===== config.mk =====
export PLATFORM = sky130hd
export DESIGN_NAME = umi_demux
export DESIGN_NICKNAME = d
export VERILOG_FILES = /design/src/rtl/umi_pkg.sv /design/src/rtl/umi_demux_stage.sv /design/src/rtl/umi_demux.sv
export SDC_FILE = /design/constraint.sdc
export NUM_CORES = 1
export LEC_CHECK = 0
export ABC_AREA = 1
export CAP_MARGIN = 20
export CORE_AREA = 2 2 331 333
export DETAILED_ROUTE_END_ITERATION = 12
export DIE_AREA = 0 0 333 335
export GPL_ROUTABILITY_DRIVEN = 0
export SLEW_MARGIN = 0
export SYNTH_ARGS = -nofsm -noshare
export SYNTH_HDL_FRONTEND = slang
export SYNTH_SLANG_ARGS = --single-unit

===== constraint.sdc =====
create_clock -name clk -period 46.9 [get_ports clk]
set_input_delay 7.035 -clock clk [delete_from_list [all_inputs] [get_ports clk]]
set_output_delay 7.035 -clock clk [all_outputs]
set_load 0.005 [all_outputs]

===== src/rtl/umi_pkg.sv =====
// Shared UMI field widths and the one-hot port select helper.
package umi_pkg;

  localparam int UMI_CW = 32;
  localparam int UMI_AW = 64;
  localparam int UMI_DW = 256;

  // Returns zero for an index at or beyond n, so callers can use |result as "routable".
  function automatic logic [15:0] onehot_idx(input logic [3:0] idx, input int n);
    logic [15:0] o;
    o = '0;
    if (int'(idx) < n) o[idx] = 1'b1;
    return o;
  endfunction

endpackage


===== src/rtl/umi_demux_stage.sv =====
// Generic W-bit valid/ready register slice.
// UMI_DEMUX_SKID_EN adds a skid entry and makes in_ready a pure register output.
module umi_demux_stage #(
  parameter int W = 8
) (
  input  logic         clk,
  input  logic         nreset,
  input  logic         in_valid,
  output logic         in_ready,
  input  logic [W-1:0] in_data,
  output logic         out_valid,
  input  logic         out_ready,
  output logic [W-1:0] out_data
);

  logic         main_full;
  logic [W-1:0] main_data;
  logic         push;
  logic         pop;

  assign push      = in_valid & in_ready;
  assign pop       = main_full & out_ready;
  assign out_valid = main_full;
  assign out_data  = main_data;

`ifdef UMI_DEMUX_SKID_EN
  logic         skid_full;
  logic [W-1:0] skid_data;

  assign in_ready = ~skid_full;

  always_ff @(posedge clk) begin
    if (!nreset) begin
      main_full <= 1'b0;
      skid_full <= 1'b0;
    end else if (skid_full) begin
      if (pop) skid_full <= 1'b0;
    end else if (push) begin
      main_full <= 1'b1;
      if (main_full && !pop) skid_full <= 1'b1;
    end else if (pop) begin
      main_full <= 1'b0;
    end
  end

  // Skid always holds the younger packet, so it refills main before any new input.
  always_ff @(posedge clk) begin
    if (skid_full) begin
      if (pop) main_data <= skid_data;
    end else if (push) begin
      if (!main_full || pop) main_data <= in_data;
      else                   skid_data <= in_data;
    end
  end
`else
  assign in_ready = ~main_full | out_ready;

  always_ff @(posedge clk) begin
    if (!nreset)   main_full <= 1'b0;
    else if (push) main_full <= 1'b1;
    else if (pop)  main_full <= 1'b0;
  end

  always_ff @(posedge clk) begin
    if (push) main_data <= in_data;
  end
`endif

endmodule


===== src/rtl/umi_demux.sv =====
// Registered 1-to-N UMI demultiplexer; port index taken from dstaddr[IDOFFSET +: $clog2(N)].
// Optional skid entry via UMI_DEMUX_SKID_EN (see umi_demux_stage).
module umi_demux
  import umi_pkg::*;
#(
  parameter int DW       = UMI_DW,
  parameter int CW       = UMI_CW,
  parameter int AW       = UMI_AW,
  parameter int N        = 4,
  parameter int IDOFFSET = 40
) (
  input  logic          clk,
  input  logic          nreset,
  input  logic          umi_in_valid,
  output logic          umi_in_ready,
  input  logic [CW-1:0] umi_in_cmd,
  input  logic [AW-1:0] umi_in_dstaddr,
  input  logic [AW-1:0] umi_in_srcaddr,
  input  logic [DW-1:0] umi_in_data,
  output logic [N-1:0]  umi_out_valid,
  input  logic [N-1:0]  umi_out_ready,
  output logic [CW-1:0] umi_out_cmd,
  output logic [AW-1:0] umi_out_dstaddr,
  output logic [AW-1:0] umi_out_srcaddr,
  output logic [DW-1:0] umi_out_data,
  input  logic          err_clear,
  output logic          err_drop,
  output logic [15:0]   err_count
);

  localparam int IW = $clog2(N);
  localparam int W  = CW + 2*AW + DW + N;

  logic [IW-1:0] idx;
  logic [3:0]    idx_ext;
  logic [N-1:0]  sel_in;
  logic          routable;
  logic          drop;

  logic          stage_valid;
  logic          stage_ready;
  logic [W-1:0]  stage_out;
  logic [N-1:0]  stage_sel;

  assign idx      = umi_in_dstaddr[IDOFFSET +: IW];
  assign idx_ext  = 4'(idx);
  assign sel_in   = N'(onehot_idx(idx_ext, N));
  assign routable = |sel_in;
  assign drop     = umi_in_valid & umi_in_ready & ~routable;

  umi_demux_stage #(.W(W)) u_stage (
    .clk       (clk),
    .nreset    (nreset),
    .in_valid  (umi_in_valid & routable),
    .in_ready  (umi_in_ready),
    .in_data   ({sel_in, umi_in_cmd, umi_in_dstaddr, umi_in_srcaddr, umi_in_data}),
    .out_valid (stage_valid),
    .out_ready (stage_ready),
    .out_data  (stage_out)
  );

  assign {stage_sel, umi_out_cmd, umi_out_dstaddr, umi_out_srcaddr, umi_out_data} = stage_out;

  // Only the selected port's ready can retire the entry.
  assign umi_out_valid = stage_valid ? stage_sel : '0;
  assign stage_ready   = |(umi_out_valid & umi_out_ready);

  always_ff @(posedge clk) begin
    if (!nreset) begin
      err_drop  <= 1'b0;
      err_count <= '0;
    end else if (err_clear) begin
      err_drop  <= 1'b0;
      err_count <= drop ? 16'd1 : 16'd0;
    end else if (drop) begin
      err_drop <= 1'b1;
      if (err_count != 16'hFFFF) err_count <= err_count + 16'd1;
    end
  end

endmodule


After elaboration in Yosys (flattened, before gate mapping)
Index checks and enable logic that the tools add are counted.

Multiply operators: 0. Div/mod/pow operators: 0. Shift-type cells: 0. Muxes and demuxes: 10. Bitwise logic cells: 10. $add $sub $neg: 1. Order comparisons: 3. Reduce and logical (&&, ||, !) cells: 8. Equality and inequality tests: 1.

Operator list (count): $mux 16 (3); $add 16x1->16 const B (1); $ne 16x16->1 const B (1); $mux 4 (2); $reduce_or 4->1 (2); $reduce_bool 2->1 (3); $and 1x1->1 (5); $lt 2x5->1 const B (1); $and 4x4->4 (1); $mux 1 (4); $lt 2x3->1 const B (1); $not 1->1 (3); $demux 1 s2 (1); $ge 2x1->1 const B (1); $reduce_and 2->1 (1); $reduce_or 2->1 (1); $logic_and 1x1->1 (1); $or 1x1->1 (1).

Bits in registers: 438. Memory bits (read-only): 0. Word-level logic and storage cells: 37. Bits of input ports: 424. Latch bits: 0. Memory bits (writable): 0. Memories kept: 0.

Logic depth before layout (Yosys ltp)
Gate-level depths: netlist of the first run.

Word-level depth: 10. Mapped depth: 5. Depth with buffers taken out: 5.

Cells and area by module
A second synthesis of the first run with hierarchy kept.

Cells, all modules: 507. Area total of the unflattened synthesis: 13264.0 um^2.

By module, submodules not included: umi_demux_stage (cells each 427, sequential area each 12632.1 um^2, times used 1, area each 12663.4 um^2); umi_demux (cells each 80, sequential area each 340.3 um^2, times used 1, area each 600.6 um^2).

Worst setup path after synthesis of the first run
No wires, ideal clock.

Path type: input-to-reg. Start point: in umi_out_ready[1]. End point: reg u_stage.main_data[0], in the netlist u_stage.out_data[0], enable pin. Required time: 45.683 ns. Setup time: 1.217 ns. Arrival: 24.701 ns. Setup slack: 20.982 ns. Stages on the path: 4. Cell sequence: nand3_1 -> nand2_1 -> nor2_1 -> nor2_1.

Longest elaborated chain between the ends: 4.

RTL lines: start: declaration (RTL line umi_demux.sv:21) `input logic [N-1:0] umi_out_ready,`; $and 4x4->4 (RTL line umi_demux.sv:66) `assign stage_ready = |(umi_out_valid & umi_out_ready);`; $reduce_or 4->1 (RTL line umi_demux.sv:66); $or 1x1->1 (RTL line umi_demux_stage.sv:56) `assign in_ready = ~main_full | out_ready;`; $and 1x1->1 (RTL line umi_demux_stage.sv:21) `assign push = in_valid & in_ready;`; named net u_stage.push (RTL line umi_demux_stage.sv:18) `logic push;`; end signal: assignment (RTL line umi_demux_stage.sv:65) `if (push) main_data <= in_data;`; end: declaration (RTL line umi_demux_stage.sv:17) `logic [W-1:0] main_data;`.

The timed path passes the listed nets, and every way through them passes these cells. A chain may end at the register's enable or synchronous reset.

Final worst setup path of the first run
Start point: in umi_out_ready[3]. End point: out umi_in_ready.

Longest elaborated chain between the ends: 3.

RTL lines: $and 4x4->4 (RTL line umi_demux.sv:66); $reduce_or 4->1 (RTL line umi_demux.sv:66); $or 1x1->1 (RTL line umi_demux_stage.sv:56); end: declaration (RTL line umi_demux.sv:15) `output logic umi_in_ready,`.

No other way between the ends.

==> results of run 1 <==
[layout by cell type, fill, tap and decap left out, types with 2 or more instances in the layout]
| cell type | instances |
|---|---|
| buf_4 | 7 |
| clkinv_4 | 2 |
| nand2_1 | 8 |
| nor2_4 | 11 |
| clkdlybuf4s50_1 | 861 |
| inv_1 | 27 |
| bufinv_16 | 6 |
| clkbuf_1 | 13 |
| edfxtp_1 | 420 |
| clkinvlp_4 | 4 |
| clkinv_8 | 2 |
| clkbuf_16 | 53 |
| nand3_1 | 3 |
| clkinv_2 | 6 |
| diode_2 | 4 |
| nor2_1 | 13 |
| clkinv_1 | 7 |
| dfxtp_1 | 18 |
[worst max-delay path by stage]
stage | startpoint | end | depth (start not counted)
floorplan | umi_out_ready[1] | u_stage.out_data[0] | 4
global placement | umi_out_ready[2] | umi_in_ready | 6
detailed placement | umi_out_ready[3] | umi_in_ready | 6
CTS | umi_out_ready[3] | umi_in_ready | 6
global route | umi_out_ready[3] | umi_in_ready | 6
finish | umi_out_ready[3] | umi_in_ready | 6
[stage by stage]
stage               setup WS (ns)  area, um2
floorplan                   20.98      16440
global placement            31.48      23740
detailed placement          31.47      23740
CTS                         31.47      25440
global route                31.33      25470
finish                      31.45      25480
[logic make-up after synthesis]
kind of cell | after synthesis | share of synthesized area (%)
buffers and inverters | 445 | 19.80
flip-flops | 438 | 78.89
AND/OR/NAND/NOR | 36 | 1.316
[routing by layer]
metal	global-route usage, %	up-vias	wire (um)	part of all wire, %
li1	-	3815	-	-
met1	10.73	4189	21150	38
met2	15.45	516	26490	47
met3	5.372	113	6866	12
met4	2.907	34	1479	2.6
met5	0	-	233	0.41
[flip-flops by register name, indices dropped and copies added (netlist names)]
name	count
u_stage.out_data	420
err_drop	1
err_count	16
u_stage.out_valid	1
[report_power, final]
group,internal (mW),switching [mW]
sequential,0.459,0.00758
clock,0.241,0.166
combinational,0.0676,0.0363
[cell type report]
type | count | area, um2 | area share, %
antenna | 4 | 10.01 | 0.03929
tap | 1414 | 1769 | 6.945
clock inverter | 28 | 325.3 | 1.277
multi-input combinational | 36 | 224.0 | 0.8791
inverter | 27 | 101.3 | 0.3978
sequential | 438 | 12970 | 50.92
timing repair buffer | 869 | 8698 | 34.14
clock buffer | 66 | 1375 | 5.398
[worst reg2reg max path, cell delays in order (launching register included)]
cell	delay [ns]
dfxtp_1	0.43
nand3_1	0.11
nand2_1	0.08
nor2_1	0.08
nor2_4	0.53
buf_4	0.76
buf_4	0.89
buf_4	0.81
==> impl_results.html, run 1 <==
<table>
<tr><th>Metric</th><th>Value</th></tr>
<tr><th colspan="2">Synth</th></tr>
<tr><td>Leading cell types by total area after synthesis</td><td>edfxtp_1, buf_4, dfxtp_1, nor2_4, inv_1</td></tr>
<tr><td>Average cell area after synthesis</td><td>17.89 um2</td></tr>
<tr><td>Leading cell types by count after synthesis</td><td>edfxtp_1, buf_4, inv_1</td></tr>
<tr><td>Cell with the most instances after synthesis</td><td>edfxtp_1</td></tr>
<tr><td>Synth Flop Type</td><td>edfxtp_1</td></tr>
<tr><td>Biggest area consumer among synthesized cells</td><td>edfxtp_1</td></tr>
<tr><td>Post-synthesis cell type count</td><td>11</td></tr>
<tr><td>Yosys warns</td><td>0</td></tr>
<tr><td>Post-synthesis cell area</td><td>approximately 16000 um2</td></tr>
<tr><td>Proportion of synthesized flip-flops having asynchronous set or reset</td><td>0%</td></tr>
<tr><td>Top-area cell type share of the netlist area</td><td>76.69%</td></tr>
<tr><td>Gate Count Post-Synth</td><td>between 900 and 1000</td></tr>
<tr><td>Share of synthesized area occupied by flip-flops and latches</td><td>between 70% and 80%</td></tr>
<tr><td>Number of enable-type register cells in the synthesized netlist</td><td>between 400 and 500</td></tr>
<tr><td>Net count after synthesis</td><td>~1300</td></tr>
<tr><td>Count of state elements after synthesis</td><td>roughly 440</td></tr>
<tr><th colspan="2">GRT</th></tr>
<tr><td>Global-route wire length before repair</td><td>approximately 74000 um</td></tr>
<tr><td>Pin count of the biggest net entering global routing</td><td>84</td></tr>
<tr><td>Total routing usage reported by global routing</td><td>a little under a tenth</td></tr>
<tr><td>Number of antenna violations at the first check in global routing</td><td>29</td></tr>
<tr><td>Residual overflow from global routing</td><td>0</td></tr>
<tr><td>Number of global-route vias before repair</td><td>approximately 9000</td></tr>
<tr><th colspan="2">Critical path</th></tr>
<tr><td>Cells on worst reg2reg path</td><td>7</td></tr>
<tr><td>Slowest library cell on the worst path</td><td>clkdlybuf4s50_1</td></tr>
<tr><td>Critical R2R Launch</td><td>u_stage.out_valid</td></tr>
<tr><td>Worst setup path category</td><td>in -&gt; out</td></tr>
<tr><td>CP startpoint kind</td><td>input port</td></tr>
<tr><td>Slowest Stage Delay on Critical Path</td><td>0.45 ns</td></tr>
<tr><td>Most prevalent standard cell on the critical path</td><td>clkdlybuf4s50_1</td></tr>
<tr><td>Family with the most delay on the worst path</td><td>buffers and inverters</td></tr>
<tr><td>End of the worst register-to-register path</td><td>u_stage.out_data[127]</td></tr>
<tr><td>Register-to-register path setup slack</td><td>roughly 43 ns</td></tr>
<tr><td>Worst-path maximum fanout</td><td>3</td></tr>
<tr><td>Kind of end point of the critical path</td><td>output pin</td></tr>
<tr><td>Required time reported for the critical path endpoint</td><td>~40 ns</td></tr>
<tr><td>Cells along the critical path</td><td>clkdlybuf4s50_1 -&gt; nand2_1 -&gt; nand3_1 -&gt; nor2_1 -&gt; inv_1 -&gt; clkdlybuf4s50_1</td></tr>
<tr><td>Worst Path Buf+Inv</td><td>3</td></tr>
<tr><td>Data arrival time at the worst-slack endpoint</td><td>8.41 ns</td></tr>
<tr><th colspan="2">Final layout</th></tr>
<tr><td>Ratio of cells with drive above 1 in the final layout</td><td>6.352%</td></tr>
<tr><td>Number of fillers in the final layout</td><td>roughly 11000</td></tr>
<tr><td>Final standard cell count with taps included and fillers excluded</td><td>just under 3000</td></tr>
<tr><td>Post-Route Utilization</td><td>about a quarter</td></tr>
<tr><td>Number of nets at the end of the flow</td><td>between 1500 and 2000</td></tr>
<tr><td>Area added between synthesis and finish</td><td>54.92%</td></tr>
<tr><th colspan="2">Place</th></tr>
<tr><td>Number of buffers inserted by port buffering</td><td>861</td></tr>
<tr><td>Placed Cells</td><td>about 2800</td></tr>
<tr><td>Half-perimeter wire length of the detailed placement result</td><td>~45000 um</td></tr>
<tr><th colspan="2">Route</th></tr>
<tr><td>1st-iter DRT viols</td><td>around 400</td></tr>
<tr><td>Number of vias after detailed routing</td><td>between 8000 and 9000</td></tr>
<tr><td>Final routed DRC violation total</td><td>0</td></tr>
<tr><td>Final ANT Viol Nets</td><td>0</td></tr>
<tr><td>Vias per cell</td><td>about 3.0</td></tr>
<tr><td>DR WL/cell</td><td>19.51 um</td></tr>
<tr><td>Detailed Routing Iterations Pass 1</td><td>5</td></tr>
<tr><td>Final routed wirelength across all metal layers</td><td>around 56000 um</td></tr>
<tr><th colspan="2">Timing</th></tr>
<tr><td>Worst slew margin</td><td>around a third</td></tr>
<tr><td>Setup TNS Final</td><td>0 ns</td></tr>
<tr><td>Final count of pins violating max slew</td><td>0</td></tr>
<tr><td>Count of final setup violators</td><td>0</td></tr>
<tr><td>Final critical path time including I/O delays and setup</td><td>around 15 ns</td></tr>
<tr><td>Final worst hold slack</td><td>about 0.43 ns</td></tr>
<tr><td>Final worst-path cycle share</td><td>roughly 33%</td></tr>
<tr><td>Setup repair after global routing missed its margin</td><td>no</td></tr>
<tr><td>Actual slew at the worst max-slew pin</td><td>between 0.9 and 1 ns</td></tr>
<tr><td>Count of endpoints failing hold in the final timing report</td><td>0</td></tr>
<tr><td>Clock skew after layout</td><td>~0.011 ns</td></tr>
<tr><td>Highest Clock Rate</td><td>64.73 MHz</td></tr>
<tr><th colspan="2">CTS</th></tr>
<tr><td>Total of cells resized after clock tree synthesis</td><td>0</td></tr>
<tr><td>TritonCTS buffer count</td><td>53</td></tr>
<tr><td>Maximum buffer depth of the clock tree</td><td>3</td></tr>
<tr><td>Cell at the root of the clock tree</td><td>clkbuf_16</td></tr>
<tr><td>Buffers inserted by post-CTS timing repair</td><td>0</td></tr>
<tr><td>Register clock-pin slew on the reported worst setup and hold paths</td><td>about 0.05 ns</td></tr>
<tr><td>Max H-tree Level</td><td>2</td></tr>
<tr><td>Hold-fix buffer count after cts</td><td>0</td></tr>
<tr><td>Clock latency at the later pin of the worst-skew pair</td><td>about 0.62 ns</td></tr>
<tr><td>TritonCTS clock tree</td><td>yes</td></tr>
<tr><td>Clock tree sinks</td><td>between 400 and 500</td></tr>
<tr><th colspan="2">Power and ir drop</th></tr>
<tr><td>VDD IR max</td><td>approximately 0.026 mV</td></tr>
<tr><td>Leakage Power</td><td>roughly 8.5 nW</td></tr>
<tr><td>Power Density</td><td>~38 nW/um2</td></tr>
<tr><td>Tot Pwr</td><td>977.1 uW</td></tr>
<tr><th colspan="2">Floorplan</th></tr>
<tr><td>Starting utilization of the core area</td><td>between 10% and 20%</td></tr>
<tr><td>Top Ports</td><td>862</td></tr>
<tr><td>Die ar.</td><td>around 110000 um2</td></tr>
<tr><td>Placeable core region</td><td>~110000 um2</td></tr>
<tr><td># rows</td><td>approximately 120</td></tr>
<tr><td>Die boundary width</td><td>~330 um</td></tr>
<tr><td>Height of the die</td><td>335 um</td></tr>
<tr><th colspan="2">Status</th></tr>
<tr><td>Run status</td><td>finished, final reports clean</td></tr>
<tr><th colspan="2">Hold path</th></tr>
<tr><td>End of the worst hold path</td><td>err_count[2]</td></tr>
<tr><td>Hold-critical path depth</td><td>2</td></tr>
<tr><td>Hold path startpoint</td><td>err_count[2]</td></tr>
<tr><td>Worst hold path class</td><td>reg -&gt; reg</td></tr>
<tr><th colspan="2">Run</th></tr>
<tr><td>Max-capacitance violation count</td><td>0</td></tr>
</table>
Power figures use the tool's default switching activity.
==> run 2: changes to the inputs <==
- clock period: 46.9 -> 15.1 ns (I/O delays scaled with it)
==> run 2 against run 1 <==
Global-route usage hardly changed. Setup slack worse by 22 ns. Critical path depth stayed put. Design area hardly changed. Combinational power grew to 3.1 times the previous value. Via count is 0.57% lower. Clock power grew to 3.1 times the previous value. First-iteration DRC count is 2.0% lower. Total power grew to 3.1 times the previous value. Count of clock-buffer cells in the layout is 1 lower. Sequential power grew to 3.1 times the previous value. Highest routed layer unchanged.
==> impl_results.html, run 2 (same netlist as run 1, synthesis figures left out) <==
<table>
<tr><th>Metric</th><th>Value</th></tr>
<tr><th colspan="2">Status</th></tr>
<tr><td>Run status</td><td>finished, final reports clean</td></tr>
<tr><th colspan="2">Hold path</th></tr>
<tr><td>Worst hold path class</td><td>reg -&gt; reg</td></tr>
<tr><th colspan="2">Floorplan</th></tr>
<tr><td>Starting utilization of the core area</td><td>15.21%</td></tr>
<tr><td>Die boundary width</td><td>333 um</td></tr>
<tr><td>Top Ports</td><td>between 800 and 900</td></tr>
<tr><td>Die ar.</td><td>about 110000 um2</td></tr>
<tr><td>Placeable core region</td><td>between 100000 and 150000 um2</td></tr>
<tr><td>Height of the die</td><td>around 340 um</td></tr>
<tr><td># rows</td><td>~120</td></tr>
<tr><th colspan="2">CTS</th></tr>
<tr><td>Max H-tree Level</td><td>2</td></tr>
<tr><td>Hold-fix buffer count after cts</td><td>0</td></tr>
<tr><td>TritonCTS buffer count</td><td>between 50 and 60</td></tr>
<tr><td>Register clock-pin slew on the reported worst setup and hold paths</td><td>around 0.050 ns</td></tr>
<tr><td>Clock tree sinks</td><td>438</td></tr>
<tr><td>Maximum buffer depth of the clock tree</td><td>3</td></tr>
<tr><td>Buffers inserted by post-CTS timing repair</td><td>0</td></tr>
<tr><td>Clock latency at the later pin of the worst-skew pair</td><td>around 0.62 ns</td></tr>
<tr><td>Cell at the root of the clock tree</td><td>clkbuf_16</td></tr>
<tr><td>TritonCTS clock tree</td><td>yes</td></tr>
<tr><td>Total of cells resized after clock tree synthesis</td><td>0</td></tr>
<tr><th colspan="2">Final layout</th></tr>
<tr><td>Most frequent cells in the layout</td><td>clkdlybuf4s50_1, edfxtp_1, clkbuf_16</td></tr>
<tr><td>Number of fillers in the final layout</td><td>roughly 11000</td></tr>
<tr><td>Reg area</td><td>around 13000 um2</td></tr>
<tr><td>Leading cell type in the layout, fill and taps excluded</td><td>clkdlybuf4s50_1</td></tr>
<tr><td>Area of the multi-input gates</td><td>between 200 and 250 um2</td></tr>
<tr><td>Max FFs per register</td><td>420</td></tr>
<tr><td>Ratio of cells with drive above 1 in the final layout</td><td>about 6.4%</td></tr>
<tr><td>Number of nets at the end of the flow</td><td>about 1800</td></tr>
<tr><td>Area added between synthesis and finish</td><td>54.85%</td></tr>
<tr><th colspan="2">Critical path</th></tr>
<tr><td>Register-to-register path setup slack</td><td>11.48 ns</td></tr>
<tr><td>Kind of end point of the critical path</td><td>output pin</td></tr>
<tr><td>Required time reported for the critical path endpoint</td><td>~13 ns</td></tr>
<tr><td>Slowest library cell on the worst path</td><td>clkdlybuf4s50_1</td></tr>
<tr><td>Worst setup path category</td><td>in -&gt; out</td></tr>
<tr><td>Most prevalent standard cell on the critical path</td><td>clkdlybuf4s50_1</td></tr>
<tr><td>Data arrival time at the worst-slack endpoint</td><td>3.60 ns</td></tr>
<tr><td>Slowest Stage Delay on Critical Path</td><td>0.45 ns</td></tr>
<tr><td>CP startpoint kind</td><td>input port</td></tr>
<tr><td>Worst-path maximum fanout</td><td>3</td></tr>
<tr><td>Cells along the critical path</td><td>clkdlybuf4s50_1 -&gt; nand2_1 -&gt; nand3_1 -&gt; nor2_1 -&gt; inv_1 -&gt; clkdlybuf4s50_1</td></tr>
<tr><th colspan="2">Route</th></tr>
<tr><td>Final ANT Viol Nets</td><td>0</td></tr>
<tr><td>Detailed Routing Iterations Pass 1</td><td>4</td></tr>
<tr><td>Number of vias after detailed routing</td><td>approximately 8600</td></tr>
<tr><td>Vias per cell</td><td>between 2 and 3</td></tr>
<tr><td>DR WL/cell</td><td>between 15 and 20 um</td></tr>
<tr><td>1st-iter DRT viols</td><td>399</td></tr>
<tr><td>Final routed wirelength across all metal layers</td><td>roughly 56000 um</td></tr>
<tr><td>Final routed DRC violation total</td><td>0</td></tr>
<tr><th colspan="2">Timing</th></tr>
<tr><td>Final count of pins violating max slew</td><td>0</td></tr>
<tr><td>Actual slew at the worst max-slew pin</td><td>roughly 1.1 ns</td></tr>
<tr><td>Setup repair after global routing missed its margin</td><td>no</td></tr>
<tr><td>Count of final setup violators</td><td>0</td></tr>
<tr><td>Final worst-path cycle share</td><td>between 30% and 40%</td></tr>
<tr><td>Highest Clock Rate</td><td>170.5 MHz</td></tr>
<tr><td>Final critical path time including I/O delays and setup</td><td>5.864 ns</td></tr>
<tr><td>Worst slew margin</td><td>25.33%</td></tr>
<tr><td>Setup TNS Final</td><td>0 ns</td></tr>
<tr><td>Clock skew after layout</td><td>~0.022 ns</td></tr>
<tr><td>Count of endpoints failing hold in the final timing report</td><td>0</td></tr>
<tr><td>Minimum setup slack in the final design</td><td>~9.2 ns</td></tr>
<tr><th colspan="2">Power and ir drop</th></tr>
<tr><td>Sequential cell fraction of total power</td><td>a little under half</td></tr>
<tr><td>Leakage Power</td><td>around 8.5 nW</td></tr>
<tr><td>Power Density</td><td>~120 nW/um2</td></tr>
<tr><td>Sw frac</td><td>between 20% and 30%</td></tr>
<tr><td>Power share of the clock group</td><td>a little over two fifths</td></tr>
<tr><td>Cell internal power dissipation</td><td>between 2 and 2.5 mW</td></tr>
<tr><td>Power share of the combinational group</td><td>about a tenth</td></tr>
<tr><td>VDD IR max</td><td>a little under 0.09 mV</td></tr>
<tr><td>Reported net switching power</td><td>665.7 uW</td></tr>
<tr><th colspan="2">GRT</th></tr>
<tr><td>Total routing usage reported by global routing</td><td>about a tenth</td></tr>
<tr><td>Number of antenna violations at the first check in global routing</td><td>27</td></tr>
<tr><td>Global-route wire length before repair</td><td>~74000 um</td></tr>
<tr><td>Residual overflow from global routing</td><td>0</td></tr>
<tr><td>Pin count of the biggest net entering global routing</td><td>132</td></tr>
<tr><td>Number of global-route vias before repair</td><td>8883</td></tr>
<tr><th colspan="2">Run</th></tr>
<tr><td>Max-capacitance violation count</td><td>0</td></tr>
<tr><th colspan="2">Place</th></tr>
<tr><td>Minimum setup slack after placement</td><td>9.145 ns</td></tr>
<tr><td>Number of buffers inserted by port buffering</td><td>between 800 and 900</td></tr>
<tr><td>Half-perimeter wire length of the detailed placement result</td><td>roughly 45000 um</td></tr>
</table>
## run 2: path summary, 6_finish.rpt
check | from | endpoint | depth (start not counted)
worst min-delay path | err_count[3] | err_count[3] | 2
worst max-delay path | umi_out_ready[2] | umi_in_ready | 6
worst max register to register | u_stage.out_valid | u_stage.out_data[121] | 7
worst min register to register | err_count[3] | err_count[3] | 2
## run 2: final cells by class
| type | count | area share (%) |
|---|---|---|
| Clock buffer | 65 | 5.503 |
| Sequential cell | 438 | 50.94 |
| Tap cell | 1414 | 6.948 |
| Timing Repair Buffer | 867 | 34.07 |
| Multi-Input combinational cell | 36 | 0.8795 |
| Clock inverter | 33 | 1.219 |
| Inverter | 27 | 0.3980 |
| Antenna cell | 4 | 0.03931 |
## run 2: metal layers
metal	global-route usage, %	share of wire, %	up-vias	wire length [um]
met3	5.100	12	102	6696
li1	-	-	3811	-
met2	15.55	48	542	26900
met1	10.83	38	4131	21260
met5	0	0.34	-	192
met4	3.139	2.5	32	1423
## run 2: power groups by stage
stage                     sequential [mW]  clock (mW)  combinational (mW)
after global routing                 1.46        1.37               0.339
final                                1.45        1.26               0.320
after global placement               1.47           0               0.326
after detailed placement             1.48           0               0.327
after CTS                            1.45        1.31               0.329
after floorplan                      1.49           0               0.131
## run 2: worst max-delay path, delay by kind of cell
kind,cells,cell delay (ns)
buf+inv,3,0.93
simple gates,3,0.41
## run 2: stage by stage
step	power [mW]	instances	instance area, um2	hold WS, ns	util (%)
finish	3.031	2884	25460	0.4289	23.56
global route	3.162	2880	25450	0.4429	23.55
global placement	1.800	2782	23740	0.4139	21.96
CTS	3.095	2880	25450	0.4315	23.55
detailed placement	1.803	2782	23740	0.4187	21.96
floorplan	1.623	919	16450	0.4250	-
==> run 3: changes to the inputs <==
- clock period: 15.1 -> 5.6 ns (I/O delays scaled with it)
==> run 3 against run 2 <==
Die area unchanged. Sequential cell count did not move. Non-clock buffer count increased by 10. Sequential power grew to 2.7 times the previous value. Hold slack got worse by 0.0023 ns. Register-to-register slack got worse by 8.3 ns. Count of clock-buffer cells in the layout down 2. Setup slack lost 6.6 ns. Via count grew 0.26%. Critical path depth unchanged. Clock power rose to 2.6 times the previous value. Total power increased to 2.6 times the previous value. Critical endpoint unchanged.
==> impl_results.html, run 3 (same netlist as run 1, synthesis figures left out) <==
<table>
<tr><th>Metric</th><th>Value</th></tr>
<tr><th colspan="2">Status</th></tr>
<tr><td>Run status</td><td>finished, final reports clean</td></tr>
<tr><th colspan="2">GRT</th></tr>
<tr><td>Number of global-route vias before repair</td><td>between 8000 and 9000</td></tr>
<tr><td>Pin count of the biggest net entering global routing</td><td>101</td></tr>
<tr><td>Residual overflow from global routing</td><td>0</td></tr>
<tr><td>Number of antenna violations at the first check in global routing</td><td>26</td></tr>
<tr><td>Global-route wire length before repair</td><td>about 73000 um</td></tr>
<tr><td>Total routing usage reported by global routing</td><td>about a tenth</td></tr>
<tr><th colspan="2">Critical path</th></tr>
<tr><td>Slowest Stage Delay on Critical Path</td><td>approximately 0.45 ns</td></tr>
<tr><td>Required time reported for the critical path endpoint</td><td>4.76 ns</td></tr>
<tr><td>Kind of end point of the critical path</td><td>output pin</td></tr>
<tr><td>Worst-path maximum fanout</td><td>3</td></tr>
<tr><td>Most prevalent standard cell on the critical path</td><td>clkdlybuf4s50_1</td></tr>
<tr><td>Slowest library cell on the worst path</td><td>clkdlybuf4s50_1</td></tr>
<tr><td>Data arrival time at the worst-slack endpoint</td><td>between 2 and 2.5 ns</td></tr>
<tr><td>Cells along the critical path</td><td>clkdlybuf4s50_1 -&gt; nand2_1 -&gt; nand3_1 -&gt; nor2_2 -&gt; inv_1 -&gt; clkdlybuf4s50_1</td></tr>
<tr><td>CP startpoint kind</td><td>input port</td></tr>
<tr><td>Worst setup path category</td><td>in -&gt; out</td></tr>
<tr><td>Family with the most delay on the worst path</td><td>buffers and inverters</td></tr>
<tr><td>Worst Path Buf+Inv</td><td>3</td></tr>
<tr><th colspan="2">Place</th></tr>
<tr><td>Number of buffers inserted by port buffering</td><td>861</td></tr>
<tr><td>Placed Cells</td><td>~2800</td></tr>
<tr><td>Instance area after placement</td><td>between 20000 and 25000 um2</td></tr>
<tr><td>Half-perimeter wire length of the detailed placement result</td><td>45070 um</td></tr>
<tr><th colspan="2">Timing</th></tr>
<tr><td>Final worst-path cycle share</td><td>52.51%</td></tr>
<tr><td>Final count of pins violating max slew</td><td>0</td></tr>
<tr><td>Clock skew after layout</td><td>~0.017 ns</td></tr>
<tr><td>Setup repair after global routing missed its margin</td><td>no</td></tr>
<tr><td>Count of final setup violators</td><td>0</td></tr>
<tr><td>Setup TNS Final</td><td>0 ns</td></tr>
<tr><td>Final critical path time including I/O delays and setup</td><td>2.941 ns</td></tr>
<tr><td>Highest Clock Rate</td><td>340.1 MHz</td></tr>
<tr><td>Count of endpoints failing hold in the final timing report</td><td>0</td></tr>
<tr><td>Worst slew margin</td><td>around 49%</td></tr>
<tr><td>Actual slew at the worst max-slew pin</td><td>~0.76 ns</td></tr>
<tr><th colspan="2">CTS</th></tr>
<tr><td>Clock latency at the later pin of the worst-skew pair</td><td>approximately 0.6 ns</td></tr>
<tr><td>TritonCTS clock tree</td><td>yes</td></tr>
<tr><td>Buffers inserted by post-CTS timing repair</td><td>0</td></tr>
<tr><td>Max H-tree Level</td><td>2</td></tr>
<tr><td>TritonCTS buffer count</td><td>51</td></tr>
<tr><td>Clock tree sinks</td><td>438</td></tr>
<tr><td>Cell at the root of the clock tree</td><td>clkbuf_16</td></tr>
<tr><td>Maximum buffer depth of the clock tree</td><td>3</td></tr>
<tr><td>Total of cells resized after clock tree synthesis</td><td>0</td></tr>
<tr><td>Hold-fix buffer count after cts</td><td>0</td></tr>
<tr><td>Register clock-pin slew on the reported worst setup and hold paths</td><td>~0.060 ns</td></tr>
<tr><th colspan="2">Final layout</th></tr>
<tr><td>Reg area</td><td>between 10000 and 15000 um2</td></tr>
<tr><td>Ratio of cells with drive above 1 in the final layout</td><td>6.852%</td></tr>
<tr><td>Max FFs per register</td><td>420</td></tr>
<tr><td>Number of fillers in the final layout</td><td>roughly 11000</td></tr>
<tr><td>Final design area excluding fillers</td><td>25490 um2</td></tr>
<tr><td>Area of the multi-input gates</td><td>approximately 230 um2</td></tr>
<tr><td>Area added between synthesis and finish</td><td>55.03%</td></tr>
<tr><td>Most frequent cells in the layout</td><td>clkdlybuf4s50_1, edfxtp_1, clkbuf_16</td></tr>
<tr><td>Final standard cell count with taps included and fillers excluded</td><td>2894</td></tr>
<tr><td>Leading cell type in the layout, fill and taps excluded</td><td>clkdlybuf4s50_1</td></tr>
<tr><td>Number of nets at the end of the flow</td><td>1855</td></tr>
<tr><th colspan="2">Route</th></tr>
<tr><td>Vias per cell</td><td>approximately 3</td></tr>
<tr><td>Number of vias after detailed routing</td><td>roughly 8600</td></tr>
<tr><td>Final routed DRC violation total</td><td>0</td></tr>
<tr><td>Detailed Routing Iterations Pass 1</td><td>4</td></tr>
<tr><td>Final ANT Viol Nets</td><td>0</td></tr>
<tr><td>1st-iter DRT viols</td><td>410</td></tr>
<tr><td>DR WL/cell</td><td>~19 um</td></tr>
<tr><td>Final routed wirelength across all metal layers</td><td>56130 um</td></tr>
<tr><th colspan="2">Hold path</th></tr>
<tr><td>Worst hold path class</td><td>reg -&gt; reg</td></tr>
<tr><th colspan="2">Floorplan</th></tr>
<tr><td>Top Ports</td><td>roughly 860</td></tr>
<tr><td>Starting utilization of the core area</td><td>between 10% and 20%</td></tr>
<tr><td>Placeable core region</td><td>about 110000 um2</td></tr>
<tr><td># rows</td><td>121</td></tr>
<tr><td>Die boundary width</td><td>roughly 330 um</td></tr>
<tr><td>Height of the die</td><td>335 um</td></tr>
<tr><td>Die ar.</td><td>roughly 110000 um2</td></tr>
<tr><th colspan="2">Power and ir drop</th></tr>
<tr><td>Sw frac</td><td>a little over a fifth</td></tr>
<tr><td>Power share of the combinational group</td><td>between 10% and 20%</td></tr>
<tr><td>Sequential cell fraction of total power</td><td>about half</td></tr>
<tr><td>Reported net switching power</td><td>~1.8 mW</td></tr>
<tr><td>VDD IR max</td><td>0.2541 mV</td></tr>
<tr><td>Power Density</td><td>around 310 nW/um2</td></tr>
<tr><td>Leakage Power</td><td>8.569 nW</td></tr>
<tr><td>Power share of the clock group</td><td>between 40% and 50%</td></tr>
<tr><td>Cell internal power dissipation</td><td>approximately 6.3 mW</td></tr>
<tr><th colspan="2">Run</th></tr>
<tr><td>Max-capacitance violation count</td><td>0</td></tr>
</table>
==> run 3: cell count changes in the layout (fill, tap and decap cells not counted), moves of 2 or more <==
cell       change
diode_2        +2
buf_4          +6
clkinv_2       +2
buf_12         +4
clkinv_8       -2
clkbuf_16      -2
clkinv_1       +2
==> run 3: area by class of cell <==
| cell class | instances | share of cell area [%] |
|---|---|---|
| Antenna cell | 6 | 0.05889 |
| Inverter | 27 | 0.3975 |
| Clock buffer | 63 | 5.300 |
| Sequential cell | 438 | 50.88 |
| Tap cell | 1414 | 6.940 |
| Multi-Input combinational cell | 36 | 0.8883 |
| Clock inverter | 33 | 1.011 |
| Timing Repair Buffer | 877 | 34.52 |
==> run 3: power groups by stage <==
stage | registers (mW) | clock network (mW) | logic, mW
after global routing | 3.93 | 3.49 | 0.928
after CTS | 3.91 | 3.37 | 0.901
after global placement | 3.97 | 0 | 0.894
final | 3.91 | 3.24 | 0.878
after detailed placement | 3.98 | 0 | 0.895
after floorplan | 3.99 | 0 | 0.354
==> run 3: routing by layer <==
metal  up-vias  track usage, %  share of wire (%)
li1       3837               -                  -
met1      4139           10.95                 38
met2       539           15.14                 47
met3        95           5.071                 12
met4        30           3.062                2.8
met5         -               0               0.35
==> run 3: path summary, 6_finish.rpt <==
kind                startpoint                     to  slack [ns]  depth (start not counted)
max           umi_out_ready[2]           umi_in_ready        2.66                          6
min               err_count[3]           err_count[3]        0.43                          2
max reg2reg  u_stage.out_valid  u_stage.out_data[276]        3.18                          6
min reg2reg       err_count[3]           err_count[3]        0.43                          2
==> run 3: through the flow <==
stage	total power, mW	utilization [%]	setup slack, ns	hold slack [ns]
floorplan	4.340	-	-2.055	0.4250
global placement	4.868	22.08	2.270	0.4147
detailed placement	4.875	22.08	2.243	0.4168
CTS	8.188	23.57	2.647	0.4273
global route	8.346	23.57	2.576	0.4491
finish	8.029	23.59	2.659	0.4266
==> run 3: worst reg2reg max path, stage by stage, from the launching register on <==
cell and delay [ns]:
dfxtp_1 0.45, nand3_1 0.11, nand2_1 0.10, nor2_2 0.06, nor2_4 0.59, buf_12 0.32, buf_12 0.40
